$ cat src/rtl/tdp_port_arbiter_if.sv
// ----------------------------------------------------------------------------
// tdp_port_arbiter_if
//   Requester-side bundle for the dual-port arbiter: one valid/ready request
//   channel plus read-return channel for each of the logical ports A and B.
//
//   Per port x in {a, b}:
//     x_valid  requester -> arbiter  request valid
//     x_ready  arbiter -> requester  request accepted this cycle
//     x_we     requester -> arbiter  1 = write, 0 = read
//     x_addr   requester -> arbiter  request address
//     x_wdata  requester -> arbiter  write data
//     x_be     requester -> arbiter  byte-lane write enables
//     x_rvalid arbiter -> requester  x_rdata is fresh this cycle
//     x_rdata  arbiter -> requester  read data (held between reads)
//
//   Modports: master = requester side, slave = arbiter side.
// ----------------------------------------------------------------------------
interface tdp_port_arbiter_if #(
  parameter int ADDR_WIDTH = 10,
  parameter int DATA_WIDTH = 36,
  parameter int BYTEWIDTH  = 9
);
  localparam int BE_W = DATA_WIDTH / BYTEWIDTH;

  logic                  a_valid;
  logic                  a_ready;
  logic                  a_we;
  logic [ADDR_WIDTH-1:0] a_addr;
  logic [DATA_WIDTH-1:0] a_wdata;
  logic [BE_W-1:0]       a_be;
  logic                  a_rvalid;
  logic [DATA_WIDTH-1:0] a_rdata;

  logic                  b_valid;
  logic                  b_ready;
  logic                  b_we;
  logic [ADDR_WIDTH-1:0] b_addr;
  logic [DATA_WIDTH-1:0] b_wdata;
  logic [BE_W-1:0]       b_be;
  logic                  b_rvalid;
  logic [DATA_WIDTH-1:0] b_rdata;

  modport master (
    output a_valid, a_we, a_addr, a_wdata, a_be,
    input  a_ready, a_rvalid, a_rdata,
    output b_valid, b_we, b_addr, b_wdata, b_be,
    input  b_ready, b_rvalid, b_rdata
  );

  modport slave (
    input  a_valid, a_we, a_addr, a_wdata, a_be,
    output a_ready, a_rvalid, a_rdata,
    input  b_valid, b_we, b_addr, b_wdata, b_be,
    output b_ready, b_rvalid, b_rdata
  );
endinterface

$ cat src/rtl/tdp_port_arbiter.sv
// ----------------------------------------------------------------------------
// tdp_port_arbiter
//   Request-side front end for a split true-dual-port BRAM. Requests on
//   logical ports A and B pass combinationally to RAM ports A and B. When
//   both ports hit the same address and at least one of them writes, only
//   one port is granted; the grant alternates between collisions so neither
//   side starves. Read data returns one cycle after issue and is held
//   stable until the next read on that port.
//
// Ports:
//   clk, rst_n        clock, asynchronous active-low reset
//   req               tdp_port_arbiter_if.slave, requester channels A and B
//   ram_x_re/we       RAM port x read / write enable (x in a, b)
//   ram_x_addr/wd/be  RAM port x address, write data, byte enables
//   ram_x_rd          RAM port x read data, valid 1 cycle after ram_x_re
//   conflict          pulse: a collision was arbitrated this cycle
//   conflict_cnt      saturating collision count (TDP_ARB_STATS_EN only)
//
// Optional feature macro: TDP_ARB_STATS_EN adds the conflict_cnt output.
// ----------------------------------------------------------------------------
module tdp_port_arbiter #(
  parameter int ADDR_WIDTH = 10,
  parameter int DATA_WIDTH = 36,
  parameter int BYTEWIDTH  = 9
) (
  input  logic                              clk,
  input  logic                              rst_n,
  tdp_port_arbiter_if.slave                 req,

  output logic                              ram_a_re,
  output logic                              ram_a_we,
  output logic [ADDR_WIDTH-1:0]             ram_a_addr,
  output logic [DATA_WIDTH-1:0]             ram_a_wd,
  output logic [DATA_WIDTH/BYTEWIDTH-1:0]   ram_a_be,
  input  logic [DATA_WIDTH-1:0]             ram_a_rd,

  output logic                              ram_b_re,
  output logic                              ram_b_we,
  output logic [ADDR_WIDTH-1:0]             ram_b_addr,
  output logic [DATA_WIDTH-1:0]             ram_b_wd,
  output logic [DATA_WIDTH/BYTEWIDTH-1:0]   ram_b_be,
  input  logic [DATA_WIDTH-1:0]             ram_b_rd,

`ifdef TDP_ARB_STATS_EN
  output logic [15:0]                       conflict_cnt,
`endif
  output logic                              conflict
);

  if (DATA_WIDTH % BYTEWIDTH != 0) begin : g_bad_width
    $error("DATA_WIDTH must be a multiple of BYTEWIDTH");
  end

  // Which port took the most recent collision; the other one takes the next.
  typedef enum logic {
    WIN_A = 1'b0,
    WIN_B = 1'b1
  } win_e;

  win_e                  last_win;
  logic                  collide;
  logic                  a_grant;
  logic                  b_grant;
  logic                  rv_a;
  logic                  rv_b;
  logic [DATA_WIDTH-1:0] hold_a;
  logic [DATA_WIDTH-1:0] hold_b;

  // --------------------------------------------------------------------------
  // Arbitration and issue (combinational)
  // --------------------------------------------------------------------------
  always_comb begin
    // NOTE: every always_comb output gets a default first so no path can
    // leave it unassigned and infer a latch.
    collide  = 1'b0;
    a_grant  = 1'b0;
    b_grant  = 1'b0;

    collide = req.a_valid & req.b_valid & (req.a_addr == req.b_addr)
            & (req.a_we | req.b_we);

    // Without a collision both sides are ready; with one, only the port
    // that did not win last time. Everything is gated off while in reset.
    a_grant = rst_n & (~collide | (last_win == WIN_B));
    b_grant = rst_n & (~collide | (last_win == WIN_A));
  end

  assign req.a_ready = a_grant;
  assign req.b_ready = b_grant;
  assign conflict    = rst_n & collide;

  assign ram_a_we    = req.a_valid & a_grant &  req.a_we;
  assign ram_a_re    = req.a_valid & a_grant & ~req.a_we;
  assign ram_b_we    = req.b_valid & b_grant &  req.b_we;
  assign ram_b_re    = req.b_valid & b_grant & ~req.b_we;

  // Address, data and lanes are don't-care unless an enable is set, so they
  // go straight through; a write with no lanes enabled is still issued.
  assign ram_a_addr  = req.a_addr;
  assign ram_a_wd    = req.a_wdata;
  assign ram_a_be    = req.a_be;
  assign ram_b_addr  = req.b_addr;
  assign ram_b_wd    = req.b_wdata;
  assign ram_b_be    = req.b_be;

  // --------------------------------------------------------------------------
  // State: grant history and read-return tracking
  // --------------------------------------------------------------------------
  // NOTE: sequential state uses non-blocking assignments so every register
  // samples the pre-edge values regardless of statement order.
  always_ff @(posedge clk or negedge rst_n) begin
    if (!rst_n) begin
      last_win <= WIN_B;             // A wins the first collision
      rv_a     <= 1'b0;
      rv_b     <= 1'b0;
      hold_a   <= '0;
      hold_b   <= '0;
    end else begin
      if (collide) begin
        last_win <= (last_win == WIN_B) ? WIN_A : WIN_B;
      end
      rv_a <= ram_a_re;
      rv_b <= ram_b_re;
      // Capture the RAM output in the cycle it is valid so it can be
      // replayed while no new read is returning.
      if (rv_a) hold_a <= ram_a_rd;
      if (rv_b) hold_b <= ram_b_rd;
    end
  end

  assign req.a_rvalid = rv_a;
  assign req.b_rvalid = rv_b;
  assign req.a_rdata  = rv_a ? ram_a_rd : hold_a;
  assign req.b_rdata  = rv_b ? ram_b_rd : hold_b;

`ifdef TDP_ARB_STATS_EN
  // --------------------------------------------------------------------------
  // Saturating collision counter
  // --------------------------------------------------------------------------
  always_ff @(posedge clk or negedge rst_n) begin
    if (!rst_n) begin
      conflict_cnt <= '0;
    end else if (collide && (conflict_cnt != 16'hFFFF)) begin
      conflict_cnt <= conflict_cnt + 16'd1;
    end
  end
`endif

endmodule

$ cat src/flat_wrapper.sv
// flat-port wrapper written by rule: the top's interface ports become plain ports
module tdp_port_arbiter_flat 
#(
  parameter int ADDR_WIDTH = 10,
  parameter int DATA_WIDTH = 36,
  parameter int BYTEWIDTH  = 9
)
  (clk, rst_n, ram_a_re, ram_a_we, ram_a_addr, ram_a_wd, ram_a_be, ram_a_rd, ram_b_re, ram_b_we, ram_b_addr, ram_b_wd, ram_b_be, ram_b_rd, conflict, req_a_valid, req_a_we, req_a_addr, req_a_wdata, req_a_be, req_a_ready, req_a_rvalid, req_a_rdata, req_b_valid, req_b_we, req_b_addr, req_b_wdata, req_b_be, req_b_ready, req_b_rvalid, req_b_rdata);
  tdp_port_arbiter_if #(.ADDR_WIDTH(ADDR_WIDTH), .DATA_WIDTH(DATA_WIDTH), .BYTEWIDTH(BYTEWIDTH)) req_i ();
  input  logic clk;
  input  logic rst_n;
  output logic ram_a_re;
  output logic ram_a_we;
  output logic [ADDR_WIDTH-1:0] ram_a_addr;
  output logic [DATA_WIDTH-1:0] ram_a_wd;
  output logic [DATA_WIDTH/BYTEWIDTH-1:0] ram_a_be;
  input  logic [DATA_WIDTH-1:0] ram_a_rd;
  output logic ram_b_re;
  output logic ram_b_we;
  output logic [ADDR_WIDTH-1:0] ram_b_addr;
  output logic [DATA_WIDTH-1:0] ram_b_wd;
  output logic [DATA_WIDTH/BYTEWIDTH-1:0] ram_b_be;
  input  logic [DATA_WIDTH-1:0] ram_b_rd;
  output logic conflict;
  input wire logic [$bits(req_i.a_valid)-1:0] req_a_valid;
  input wire logic [$bits(req_i.a_we)-1:0] req_a_we;
  input wire logic [$bits(req_i.a_addr)-1:0] req_a_addr;
  input wire logic [$bits(req_i.a_wdata)-1:0] req_a_wdata;
  input wire logic [$bits(req_i.a_be)-1:0] req_a_be;
  output wire logic [$bits(req_i.a_ready)-1:0] req_a_ready;
  output wire logic [$bits(req_i.a_rvalid)-1:0] req_a_rvalid;
  output wire logic [$bits(req_i.a_rdata)-1:0] req_a_rdata;
  input wire logic [$bits(req_i.b_valid)-1:0] req_b_valid;
  input wire logic [$bits(req_i.b_we)-1:0] req_b_we;
  input wire logic [$bits(req_i.b_addr)-1:0] req_b_addr;
  input wire logic [$bits(req_i.b_wdata)-1:0] req_b_wdata;
  input wire logic [$bits(req_i.b_be)-1:0] req_b_be;
  output wire logic [$bits(req_i.b_ready)-1:0] req_b_ready;
  output wire logic [$bits(req_i.b_rvalid)-1:0] req_b_rvalid;
  output wire logic [$bits(req_i.b_rdata)-1:0] req_b_rdata;
  assign req_i.a_valid = req_a_valid;
  assign req_i.a_we = req_a_we;
  assign req_i.a_addr = req_a_addr;
  assign req_i.a_wdata = req_a_wdata;
  assign req_i.a_be = req_a_be;
  assign req_a_ready = req_i.a_ready;
  assign req_a_rvalid = req_i.a_rvalid;
  assign req_a_rdata = req_i.a_rdata;
  assign req_i.b_valid = req_b_valid;
  assign req_i.b_we = req_b_we;
  assign req_i.b_addr = req_b_addr;
  assign req_i.b_wdata = req_b_wdata;
  assign req_i.b_be = req_b_be;
  assign req_b_ready = req_i.b_ready;
  assign req_b_rvalid = req_i.b_rvalid;
  assign req_b_rdata = req_i.b_rdata;
  tdp_port_arbiter #(.ADDR_WIDTH(ADDR_WIDTH), .DATA_WIDTH(DATA_WIDTH), .BYTEWIDTH(BYTEWIDTH)) u_core (.clk(clk), .rst_n(rst_n), .req(req_i), .ram_a_re(ram_a_re), .ram_a_we(ram_a_we), .ram_a_addr(ram_a_addr), .ram_a_wd(ram_a_wd), .ram_a_be(ram_a_be), .ram_a_rd(ram_a_rd), .ram_b_re(ram_b_re), .ram_b_we(ram_b_we), .ram_b_addr(ram_b_addr), .ram_b_wd(ram_b_wd), .ram_b_be(ram_b_be), .ram_b_rd(ram_b_rd), .conflict(conflict));
endmodule
$ cat config.mk
export PLATFORM = sky130hd
export DESIGN_NAME = tdp_port_arbiter_flat
export DESIGN_NICKNAME = d
export VERILOG_FILES = /design/src/rtl/tdp_port_arbiter_if.sv /design/src/rtl/tdp_port_arbiter.sv /design/src/flat_wrapper.sv
export SDC_FILE = /design/constraint.sdc
export NUM_CORES = 1
export LEC_CHECK = 0
export CAP_MARGIN = 40
export CORE_AREA = 2 2 140 142
export CTS_CLUSTER_SIZE = 12
export DETAILED_ROUTE_END_ITERATION = 8
export DIE_AREA = 0 0 142 144
export GPL_TIMING_DRIVEN = 0
export PLACE_DENSITY = 0.58
export SLEW_MARGIN = 15
export SYNTH_ARGS = -nofsm -noshare
export SYNTH_HDL_FRONTEND = slang
export SYNTH_SLANG_ARGS = --single-unit
export TNS_END_PERCENT = 30
$ cat constraint.sdc
create_clock -name clk -period 2.4 [get_ports clk]
set_input_delay 0.6 -clock clk [delete_from_list [all_inputs] [get_ports clk]]
set_output_delay 0.6 -clock clk [all_outputs]
set_load 0.005 [all_outputs]
==> results.txt <==
The run finished, with violations left. The final reports fail on negative setup slack. The number of buffers inserted by port buffering is 278, and the placed wire-length estimate is 10700 um. The share of final-layout standard cells stronger than drive strength 1 came out at 0.420. The logs give 0 for the number of design rule violations left after detail routing and 3.54 nW for the static leakage. The tools report the count of H-tree levels built during CTS as 3. The final critical-path share of the clock period was 1.11.

The count of pins over their slew limit came out at 0. The post-detailed-routing wire length was 13300 um; the hold violation total from the final report was 0. Post-synthesis share of cell area spent on full adders, half adders and majority gates: 0. Yosys printed 0 warnings. Portion of netlist area occupied by mux cells: 0.220. The largest net degree at the start of global routing was 59. The worst slew margin relative to its limit was 0.768; the clock period minus worst slack was 2.66 ns. Counting both buffers and inverters, the worst setup path holds a total of 3. For this design, the slowest cell found on the critical path is sky130_fd_sc_hd__or4_4.

Yosys attributes the largest share of cell area to sky130_fd_sc_hd__dfrtp_1 (50%), sky130_fd_sc_hd__mux2_2 (22%), sky130_fd_sc_hd__buf_4 (20%), sky130_fd_sc_hd__xnor2_1 (1.9%), sky130_fd_sc_hd__o41ai_2 (0.88%). The logs give 0.33 ns for the insertion delay to the later sink of the worst-skew pair and 51 for the site row count. At the pin with the least slew margin, the transition time is 0.348 ns. The cell sitting at the root of the clock tree is a sky130_fd_sc_hd__clkbuf_16.

The number of global-route vias before repair was 3353. The total of flip-flops plus latches after synthesis is 75, and the path depth of the worst reg2reg path is 4. Number of hold buffers added after cts: 0. STA classifies the critical path endpoint as a primary output. After the last flow step, the layout net total stands at 770.

After routing the design area is 0.00743 mm^2. The die is 142 um wide. The simple-gate area share of the yosys netlist was 0.0190. The number of sinks driven by the clock tree came out at 75.

The die boundary height was 144 um. The final worst setup slack was -0.259 ns. TritonCTS built the clock tree. Pin placement for this block handled 359 I/O pins. At the worst endpoint, the required time is 1.80 ns. The floorplan core area is 0.0191 mm^2, and the met3 routing resource usage after global routing is 0.0318. The area share of the leading cell type in the synthesized netlist is 0.501. The family with the most delay on the worst path is simple AND/OR/NAND/NOR gates.

In the synthesized netlist, the number of instances is 284. For this run, the top clock speed supported by timing is 376 MHz. On the final layout, the worst clock skew is 0.00834 ns. The detail route stage leaves a number of antenna-violating nets equal to 0. For this block, the initial DRC count from the detailed router was 56. The synthesized netlist contains 19 unique library cells. For the data arrival time at the worst-slack endpoint, the log shows 2.06 ns.

The logs give 1.02 ns for the reg2reg setup slack and 0.119 for the global-route usage over all layers. Dominant cell type by area after synthesis: sky130_fd_sc_hd__dfrtp_1. When the netlist entered floorplanning its net count stood at 462. VDD sags by at most 0.285 mV. The sum of internal, switching and leakage power was 4.30 mW. For this run, the slowest stage of the critical path takes 0.59 ns. The tools report the proportion of synthesized chip area in sequential cells as 0.508. Relative to the synthesized area, the layout overhead comes to 101%. No sink is reached through more buffers than the 2 on the longest clock path. Class of the tightest hold or removal check: primary input to asynchronous set/reset pin. The logs give 18500 um for the wire length of the first global-routing pass and 0.00369 mm^2 for the cell area after synthesis. The worst setup path is of the primary input to primary output kind. The initial antenna violation count came out at 1. The average cell area after synthesis is 13.0 um^2, and the area fraction in compound gates after synthesis is 0.0108. The capture point of the worst reg-to-reg path was u_core.req.b_rvalid$_DFF_PN0_. The post-CTS clock slew at the launch and capture registers of the worst setup and hold paths came out at 0.07 ns.

The largest family of logic cells by synthesized area is multiplexers. Sequential cell area: 0.00188 mm^2. Routability-driven placement finished with a final weighted congestion of 0.736.

The starting utilization of the core area was 0.194. The first detailed-routing pass took 4 iterations. The detailed router placed 3163 vias in this run.

Traced cell by cell, the critical path runs through buf_6, xor2_1, or4_4, o41ai_4, buf_4, nor3b_4, buf_2. Summed over all layers, the global routing overflow is 0. The overall die area is 0.0204 mm^2, and the biggest fanout along the worst timing path is 3. The placed instances occupy a cell area of 0.00680 mm^2.

Across the run, the number of max-cap violations was 0. The area taken by multi-input logic gates was 0.00113 mm^2; the fraction of met2 tracks used by global routing was 0.220. Counting the buffers created by CTS gives 9.

The power density over the cells works out to 579 mW/mm^2. The element type at the critical path start was a primary input. Global-route layer with the greatest usage: met2. The tools report the startpoint of the most critical register-to-register path as u_core.last_win$_DFFE_PN1N_. For the total of fill cells in the finished design, the log shows 1880. The xor/xnor cell area share of the yosys netlist is 0.0261. The mean routed wirelength per cell came out at 15.9 um. In the routed layout, each cell is associated on average with a via count of 3.78.

The met1 demand-to-capacity share in global routing is 0.130. Setup repair after global routing could not meet its margin everywhere. For the final count of negative-setup-slack endpoints, the log shows 7.
layout by cell type (no fill, tap or decap), types with 2 or more instances in the layout:
master                            count
sky130_fd_sc_hd__buf_6                8
sky130_fd_sc_hd__nand2_1              2
sky130_fd_sc_hd__buf_2                8
sky130_fd_sc_hd__clkbuf_2             2
sky130_fd_sc_hd__dlymetal6s2s_1      24
sky130_fd_sc_hd__dfrtp_1             74
sky130_fd_sc_hd__bufinv_16            2
sky130_fd_sc_hd__o41ai_4              2
sky130_fd_sc_hd__inv_2                2
sky130_fd_sc_hd__buf_4              118
sky130_fd_sc_hd__clkbuf_16           10
sky130_fd_sc_hd__xnor2_2              5
sky130_fd_sc_hd__xnor2_1              3
sky130_fd_sc_hd__xor2_1               3
sky130_fd_sc_hd__clkinv_2             3
sky130_fd_sc_hd__mux2_2              70
sky130_fd_sc_hd__clkdlybuf4s15_1      3
sky130_fd_sc_hd__buf_8                5
sky130_fd_sc_hd__inv_1                2
sky130_fd_sc_hd__clkdlybuf4s50_1    176
sky130_fd_sc_hd__buf_12               2
sky130_fd_sc_hd__mux2_4               2
sky130_fd_sc_hd__dlygate4sd2_1       57
Yosys cell counts (all sizes together):
cell / number
nor3b: 2
dfrtp: 74
inv: 4
nand3: 1
nor2: 2
nand2: 2
buf: 108
nor3: 1
nor4: 1
o211ai: 1
xor2: 3
mux2: 72
or4: 1
xnor2: 8
nand4: 1
o41ai: 2
dfstp: 1
kinds of logic after synthesis:
logic type / Yosys count
XOR/XNOR: 11
flip-flops: 75
AND/OR/NAND/NOR: 11
multiplexers: 72
AO/OA/AOI/OAI: 3
buffers and inverters: 112
worst max path at each step:
stage / depth (start not counted) / to / from / slack [ns]
5_1_grt: 7 / ram_b_re / req_a_addr[4] / -0.32
2_1_floorplan: 4 / ram_a_re / req_b_addr[1] / 0.14
6_report: 7 / ram_b_re / req_a_addr[4] / -0.26
3_3_place_gp: 4 / ram_a_re / rst_n / -3.71
4_1_cts: 7 / ram_b_re / req_a_addr[4] / -0.39
3_5_place_dp: 6 / ram_a_re / req_b_valid / -1.0
state kept, by name (all words and copies together), names as in the netlist:
signal / cells
u_core.hold_a: 36
u_core.req.a_rvalid: 1
u_core.req.b_rvalid: 1
u_core.last_win: 1
u_core.hold_b: 36
power by group:
group          internal (mW)  switching (mW)  leakage [nW]  total, mW
Sequential              1.49          0.0536         0.889       1.55
Combinational          0.871           0.433          2.50       1.30
Clock                  0.909           0.543         0.156       1.45
through the flow:
step / setup WS (ns) / TNS (ns) / hold slack [ns] / cells / util
CTS: -0.388 / -2.49 / 0.154 / 833 / 0.383
detailed placement: -0.998 / -14.71 / 0.484 / 801 / 0.356
global placement: -3.71 / -190.86 / 0.480 / 800 / 0.355
finish: -0.259 / -1.46 / 0.179 / 836 / 0.389
floorplan: 0.138 / 0 / 0.304 / 284 / -
global route: -0.323 / -1.79 / 0.184 / 836 / 0.389
layer usage:
layer / wire (um) / vias up / part of all wire
met4: 218 / 0 / 0.016
met3: 981 / 14 / 0.074
li1: - / 1460 / -
met5: 0 / - / 0
met1: 4890 / 1502 / 0.37
met2: 7230 / 187 / 0.54
final cells by class:
type                    count  share of cell area
diodes                      1            0.000337
plain buffers             108               0.117
clock buffers               9              0.0303
clock inverters             7              0.0123
inverters                   4             0.00202
multi-input cells          97               0.152
flip-flops and latches     75               0.253
well taps                 238              0.0401
repair buffers            297               0.393
timing repair:
action,4_1_cts,5_1_grt
pin swaps,17,8
gates cloned,0,1
setup buffers,16,1
resized for setup,171,41
setup endpoints to repair,74,32
Note: power is estimated with default switching activity, not from simulation.
